[src/rtl/sram_like_arbiter_pkg.sv]
// Shared types and constants for the sram-like two-master arbiter.
//   arb_state_e : FSM states (idle / address phase / data phase)
//   owner_e     : which master holds, or last held, the bus
//   sram_cmd_t  : request fields carried from a master to the bus
//   SIZE_*      : transfer size encodings used on every sram-like port
//   data_wins   : the arbitration decision taken in IDLE
package sram_like_arbiter_pkg;

  typedef enum logic [1:0] {
    ARB_IDLE = 2'd0,
    ARB_ADDR = 2'd1,
    ARB_DATA = 2'd2
  } arb_state_e;

  typedef enum logic {
    OWNER_INST = 1'b0,
    OWNER_DATA = 1'b1
  } owner_e;

  localparam logic [1:0] SIZE_BYTE = 2'b00;
  localparam logic [1:0] SIZE_HALF = 2'b01;
  localparam logic [1:0] SIZE_WORD = 2'b10;

  typedef struct packed {
    logic        wr;
    logic [1:0]  size;
    logic [31:0] addr;
    logic [31:0] wdata;
  } sram_cmd_t;

  // Data has priority unless fetch is waiting and data has already used
  // up its allowed run of consecutive grants.
  function automatic logic data_wins(input logic data_req,
                                     input logic inst_req,
                                     input logic streak_full);
    return data_req && (!inst_req || !streak_full);
  endfunction

endpackage

[src/rtl/sram_like_arbiter_if.sv]
// One sram-like port: request fields flow master -> slave, read data and
// the two handshake strobes flow slave -> master.
//   req/wr/size/addr/wdata : request, held by the master until addr_ok
//   rdata                  : read data, valid with data_ok
//   addr_ok                : address accepted this cycle
//   data_ok                : data returned / write completed this cycle
interface sram_like_arbiter_if;
  logic        req;
  logic        wr;
  logic [1:0]  size;
  logic [31:0] addr;
  logic [31:0] wdata;
  logic [31:0] rdata;
  logic        addr_ok;
  logic        data_ok;

  modport master (
    output req, wr, size, addr, wdata,
    input  rdata, addr_ok, data_ok
  );

  modport slave (
    input  req, wr, size, addr, wdata,
    output rdata, addr_ok, data_ok
  );
endinterface

[src/rtl/sram_like_arbiter.sv]
// Shares one sram-like memory port between the instruction-fetch master and
// the data-access master, with at most one transaction outstanding. Data
// has priority, limited by a streak counter so fetch is never starved.
// Ports:
//   clk   : rising-edge clock
//   rstn  : synchronous active-low reset
//   inst  : fetch master port (arbiter is the slave)
//   data  : data master port (arbiter is the slave)
//   bus   : port to the bus bridge (arbiter is the master)
//   owner : current/last grant, 0 = inst, 1 = data
module sram_like_arbiter
  import sram_like_arbiter_pkg::*;
#(
  parameter int unsigned MAX_DATA_STREAK = 4,
  parameter int unsigned CNT_W           = 3
) (
  input  logic                        clk,
  input  logic                        rstn,
  sram_like_arbiter_if.slave          inst,
  sram_like_arbiter_if.slave          data,
  sram_like_arbiter_if.master         bus,
  output logic                        owner
);

  localparam logic [CNT_W-1:0] STREAK_MAX = CNT_W'(MAX_DATA_STREAK);

  arb_state_e       state_q, state_d;
  owner_e           owner_q, owner_d;
  logic [CNT_W-1:0] streak_q, streak_d;

  sram_cmd_t inst_cmd;
  sram_cmd_t data_cmd;
  sram_cmd_t bus_cmd;
  logic      sel_data;
  logic      bus_req_c;
  logic      addr_ok_c;
  logic      data_ok_c;
  logic      streak_full;

  assign inst_cmd    = '{wr: inst.wr, size: inst.size, addr: inst.addr, wdata: inst.wdata};
  assign data_cmd    = '{wr: data.wr, size: data.size, addr: data.addr, wdata: data.wdata};
  assign streak_full = (streak_q >= STREAK_MAX);

  // In IDLE the winner is picked combinationally so the bus sees the request
  // in the same cycle; in ADDR/DATA the latched owner steers everything.
  always_comb begin
    state_d   = state_q;
    owner_d   = owner_q;
    streak_d  = streak_q;
    sel_data  = (owner_q == OWNER_DATA);
    bus_req_c = 1'b0;
    addr_ok_c = 1'b0;
    data_ok_c = 1'b0;

    unique case (state_q)
      ARB_IDLE: begin
        if (inst.req || data.req) begin
          sel_data  = data_wins(data.req, inst.req, streak_full);
          bus_req_c = 1'b1;
          owner_d   = sel_data ? OWNER_DATA : OWNER_INST;
          if (sel_data && inst.req) begin
            streak_d = streak_full ? streak_q : streak_q + CNT_W'(1);
          end else begin
            streak_d = '0;
          end
          if (bus.addr_ok) begin
            addr_ok_c = 1'b1;
            state_d   = ARB_DATA;
          end else begin
            state_d   = ARB_ADDR;
          end
        end
      end
      ARB_ADDR: begin
        bus_req_c = 1'b1;
        if (bus.addr_ok) begin
          addr_ok_c = 1'b1;
          state_d   = ARB_DATA;
        end
      end
      ARB_DATA: begin
        if (bus.data_ok) begin
          data_ok_c = 1'b1;
          state_d   = ARB_IDLE;
        end
      end
      default: begin
        state_d = ARB_IDLE;
      end
    endcase
  end

  always_ff @(posedge clk) begin
    if (!rstn) begin
      state_q  <= ARB_IDLE;
      owner_q  <= OWNER_INST;
      streak_q <= '0;
    end else begin
      state_q  <= state_d;
      owner_q  <= owner_d;
      streak_q <= streak_d;
    end
  end

  assign bus_cmd   = sel_data ? data_cmd : inst_cmd;
  assign bus.req   = bus_req_c;
  assign bus.wr    = bus_cmd.wr;
  assign bus.size  = bus_cmd.size;
  assign bus.addr  = bus_cmd.addr;
  assign bus.wdata = bus_cmd.wdata;

  // Handshakes are routed only to the selected master.
  assign inst.addr_ok = addr_ok_c & ~sel_data;
  assign data.addr_ok = addr_ok_c &  sel_data;
  assign inst.data_ok = data_ok_c & ~sel_data;
  assign data.data_ok = data_ok_c &  sel_data;

  assign inst.rdata = bus.rdata;
  assign data.rdata = bus.rdata;

  assign owner = (owner_q == OWNER_DATA);

endmodule

[src/flat_wrapper.sv]
// flat-port wrapper written by rule: the top's interface ports become plain ports
module sram_like_arbiter_flat import sram_like_arbiter_pkg::*;
#(
  parameter int unsigned MAX_DATA_STREAK = 4,
  parameter int unsigned CNT_W           = 3
)
  (clk, rstn, owner, inst_req, inst_wr, inst_size, inst_addr, inst_wdata, inst_rdata, inst_addr_ok, inst_data_ok, data_req, data_wr, data_size, data_addr, data_wdata, data_rdata, data_addr_ok, data_data_ok, bus_req, bus_wr, bus_size, bus_addr, bus_wdata, bus_rdata, bus_addr_ok, bus_data_ok);
  sram_like_arbiter_if inst_i ();
  sram_like_arbiter_if data_i ();
  sram_like_arbiter_if bus_i ();
  input  logic clk;
  input  logic rstn;
  output logic owner;
  input wire logic [$bits(inst_i.req)-1:0] inst_req;
  input wire logic [$bits(inst_i.wr)-1:0] inst_wr;
  input wire logic [$bits(inst_i.size)-1:0] inst_size;
  input wire logic [$bits(inst_i.addr)-1:0] inst_addr;
  input wire logic [$bits(inst_i.wdata)-1:0] inst_wdata;
  output wire logic [$bits(inst_i.rdata)-1:0] inst_rdata;
  output wire logic [$bits(inst_i.addr_ok)-1:0] inst_addr_ok;
  output wire logic [$bits(inst_i.data_ok)-1:0] inst_data_ok;
  input wire logic [$bits(data_i.req)-1:0] data_req;
  input wire logic [$bits(data_i.wr)-1:0] data_wr;
  input wire logic [$bits(data_i.size)-1:0] data_size;
  input wire logic [$bits(data_i.addr)-1:0] data_addr;
  input wire logic [$bits(data_i.wdata)-1:0] data_wdata;
  output wire logic [$bits(data_i.rdata)-1:0] data_rdata;
  output wire logic [$bits(data_i.addr_ok)-1:0] data_addr_ok;
  output wire logic [$bits(data_i.data_ok)-1:0] data_data_ok;
  output wire logic [$bits(bus_i.req)-1:0] bus_req;
  output wire logic [$bits(bus_i.wr)-1:0] bus_wr;
  output wire logic [$bits(bus_i.size)-1:0] bus_size;
  output wire logic [$bits(bus_i.addr)-1:0] bus_addr;
  output wire logic [$bits(bus_i.wdata)-1:0] bus_wdata;
  input wire logic [$bits(bus_i.rdata)-1:0] bus_rdata;
  input wire logic [$bits(bus_i.addr_ok)-1:0] bus_addr_ok;
  input wire logic [$bits(bus_i.data_ok)-1:0] bus_data_ok;
  assign inst_i.req = inst_req;
  assign inst_i.wr = inst_wr;
  assign inst_i.size = inst_size;
  assign inst_i.addr = inst_addr;
  assign inst_i.wdata = inst_wdata;
  assign inst_rdata = inst_i.rdata;
  assign inst_addr_ok = inst_i.addr_ok;
  assign inst_data_ok = inst_i.data_ok;
  assign data_i.req = data_req;
  assign data_i.wr = data_wr;
  assign data_i.size = data_size;
  assign data_i.addr = data_addr;
  assign data_i.wdata = data_wdata;
  assign data_rdata = data_i.rdata;
  assign data_addr_ok = data_i.addr_ok;
  assign data_data_ok = data_i.data_ok;
  assign bus_req = bus_i.req;
  assign bus_wr = bus_i.wr;
  assign bus_size = bus_i.size;
  assign bus_addr = bus_i.addr;
  assign bus_wdata = bus_i.wdata;
  assign bus_i.rdata = bus_rdata;
  assign bus_i.addr_ok = bus_addr_ok;
  assign bus_i.data_ok = bus_data_ok;
  sram_like_arbiter #(.MAX_DATA_STREAK(MAX_DATA_STREAK), .CNT_W(CNT_W)) u_core (.clk(clk), .rstn(rstn), .inst(inst_i), .data(data_i), .bus(bus_i), .owner(owner));
endmodule
[config.mk]
export PLATFORM = sky130hd
export DESIGN_NAME = sram_like_arbiter_flat
export DESIGN_NICKNAME = d
export VERILOG_FILES = /design/src/rtl/sram_like_arbiter_pkg.sv /design/src/rtl/sram_like_arbiter_if.sv /design/src/rtl/sram_like_arbiter.sv /design/src/flat_wrapper.sv
export SDC_FILE = /design/constraint.sdc
export NUM_CORES = 1
export LEC_CHECK = 0
export ABC_AREA = 0
export CAP_MARGIN = 20
export CORE_AREA = 4 4 118 120
export CTS_CLUSTER_DIAMETER = 40
export DETAILED_ROUTE_END_ITERATION = 12
export DIE_AREA = 0 0 122 124
export GPL_TIMING_DRIVEN = 0
export PLACE_DENSITY = 0.58
export SETUP_SLACK_MARGIN = 0.05
export SYNTH_ARGS = -nofsm -noshare
export SYNTH_HDL_FRONTEND = slang
export SYNTH_SLANG_ARGS = --single-unit
[constraint.sdc]
create_clock -name clk -period 2 [get_ports clk]
set_input_delay 0.4 -clock clk [delete_from_list [all_inputs] [get_ports clk]]
set_output_delay 0.4 -clock clk [all_outputs]
set_load 0.05 [all_outputs]
==> metrics.txt <==
status finished, violations left; failing checks setup timing; Area after DPL 4700 um2; Tot GR Track Use between 10% and 20%; vias in the first global route ~2.6k; Clk Latency, worst-skew pair 0.22 ns; clock sinks 6; worst r2r dst u_core.owner; startpoint types register; most used cell, CP buf_6; Num CTS Buffers 3; Placed Cells roughly 630; Final Hold Vio Count 0; layout cell share with drive strength beyond 1 50.9%; Final min period approximately 2.5 ns; first-pass iteration count of the detailed router 4; Die Width roughly 120 um; H-tree levels 1; sequential element share of the synthesized area under 10%; Overflow after GRT 0; multi-input logic area 1230 um2; DRT antenna net count 0; setup ws final -0.472 ns; leakage power between 2 and 3 nW; CP peak stage delay roughly 0.34 ns; PwrDens approximately 570 nW/um2; post-route cell area 5550 um2; Fillers between 1k and 1.5k; die height ~120 um; first-pass GRT wire length 13,600 um; CTS tree done; final setup TNS -30.35 ns; largest net degree at the start of global routing 11; Cell Count, Final, Fillers Out 644; Worst Hold Path Cells 2; area delta synth->final 235%; Total Wirelength between 10,000 and 15,000 um; R2R depth 6; Top-Level Pins 309; worst min-delay path class register to register; RSZ-0062 raised after global routing true; FF-to-FF setup slack approximately 0.48 ns; Die ar. 15,100 um2; Slowest-stage cell, CP dfxtp_4; effective utilization at floorplan around 13%; cell row count 42; fin. max-slew vios 0; final period utilization 124%; Peak VDD IR around 230 uV; Worst Hold End u_core.streak_q[2]; RR Startpoint u_core.state_q[0]; Max Clock Freq 0.405 GHz; min-delay src u_core.streak_q[2]; synth warn 0; DRT iter0 DRCs 38; Worst-Margin Slew around 0.52 ns; relative slew slack between 60% and 70%; Netlist cell types 22; Crit. End Element output pin; Yosys reg bits 6; Avg WL per Cell ~16 um; core area approximately 13,000 um2; worst setup path category register to output pin; Core Util, Final between 40% and 50%; Final #Nets around 640; area leader, netlist mux2_2; Worst Path Max Fanout 5; CP arrival about 2.1 ns; Reg area 129 um2; Synth Cell Area 1660 um2; # DRC 0; Worst Skew about 0.00036 ns; Syn Area/Cell between 9 and 10 um2; crit-path cells or2_4 -> o32ai_4 -> buf_6 -> clkbuf_16 -> buf_8 -> mux2_2 -> buf_6; Setup violations, final between 60 and 70; initial antenna violation count 0; clock transition at the registers of the reported paths approximately 0.030 ns; vias per inst 3.66; Port Buffers around 280; Gate Count Post-Synth between 150 and 200; Max Cap Violations 0; syn nets 347; hpwl dp ~8400 um; largest cells by area after synthesis mux2_2, buf_4, dfxtp_1; CTS root buf clkbuf_16; critical path required time between 1.5 and 2 ns; GPL Wtd Cong between 0.7 and 0.8; ant diodes 0; deepest clock path buffer count 2; via count approximately 2.4k; area fraction of the dominant cell type after synthesis about two fifths
how the worst max path moves through the flow:
stage          cells after the start               from  slack (ns)       endpoint
2_1_floorplan                      4  u_core.state_q[1]       -0.05   bus_addr[12]
3_3_place_gp                       6           inst_req       -1.50  bus_wdata[23]
3_5_place_dp                       6           inst_req       -1.50  bus_wdata[23]
4_1_cts                            7  u_core.state_q[1]       -0.47   bus_wdata[0]
5_1_grt                            7  u_core.state_q[0]       -0.52  bus_wdata[25]
6_report                           7  u_core.state_q[0]       -0.47  bus_wdata[25]
layer usage:
layer | vias up | track usage, % | wire length [um]
met5 | - | 0 | 0
met4 | 0 | 1.89 | 34
met3 | 2 | 4.13 | 1220
met2 | 158 | 21.5 | 5670
met1 | 1061 | 12.6 | 3570
li1 | 1136 | - | -
per-stage QoR:
step	hold WS, ns	power [mW]	worst slack [ns]
after CTS	0.501	2.99	-0.467
after floorplan	0.453	1.52	-0.0501
final	0.520	3.14	-0.472
after detailed placement	0.497	2.32	-1.50
after global placement	0.469	2.32	-1.50
after global routing	0.532	3.25	-0.518
critical path: cells and delay by family, from the launching register on:
kind	cells	cell delay (ns)
flops	1	0.34
buf+inv	4	0.60
mux	1	0.34
compound gates	1	0.30
simple gates	1	0.26
area by class of cell:
| type | instances | share of cell area, % |
|---|---|---|
| well taps | 176 | 3.97 |
| clock buffers | 3 | 1.35 |
| inverters | 2 | 0.135 |
| repair buffers | 291 | 59.1 |
| flip-flops and latches | 6 | 2.32 |
| multi-input cells | 95 | 22.2 |
| plain buffers | 71 | 10.9 |
layout by cell type (no fill, tap or decap), drive strengths merged, types with 3 or more instances in the layout:
cell type | synthesis | layout
a21oi | 3 | 3
dfxtp | 6 | 6
clkdlybuf4s50 | 0 | 202
clkbuf | 0 | 7
o21ai | 3 | 3
nor2 | 5 | 5
mux2 | 67 | 67
buf | 71 | 153
cells by family after synthesis:
family                     synth area share, %
muxes                                     47.1
AOI/OAI and AO/OA                         4.08
DFF                                       7.25
and+or+nand+nor                           6.57
adders and majority gates                0.755
buffers and inverters                     34.2
power by group:
group          internal (mW)  total, mW  switching, mW
clock network          0.256      0.320         0.0635
logic                   1.33       2.68           1.35
registers              0.127      0.133        0.00651
total                   1.71       3.14           1.42
synth_stat cells:
master    number
buf_4         64
nor2_1         5
o32ai_4        1
ha_1           1
a32o_1         1
or2_4          1
nor3b_1        2
a21oi_1        3
inv_1          2
and3_1         2
dfxtp_1        6
mux2_4         7
nor4_1         1
nor2b_1        2
nand2_1        1
mux2_2        60
nand3b_1       1
buf_6          7
nor4b_1        1
o21ai_0        3
nor3_1         1
nand3_1        2
sequential cells by signal, indices dropped and copies added, names as in the netlist:
name / count
u_core.state_q: 2
u_core.owner: 1
u_core.streak_q: 3
what timing repair did:
action                                 in CTS  in global routing
endpoints found under the hold margin       0                  0
hold buffers                                0                  0
setup endpoints to repair                  72                 71
pin swaps                                   2                  2
resized for setup                         566                 61
gates cloned                                3                  4
setup buffers                               6                  4
Note: power is estimated with default switching activity, not from simulation.
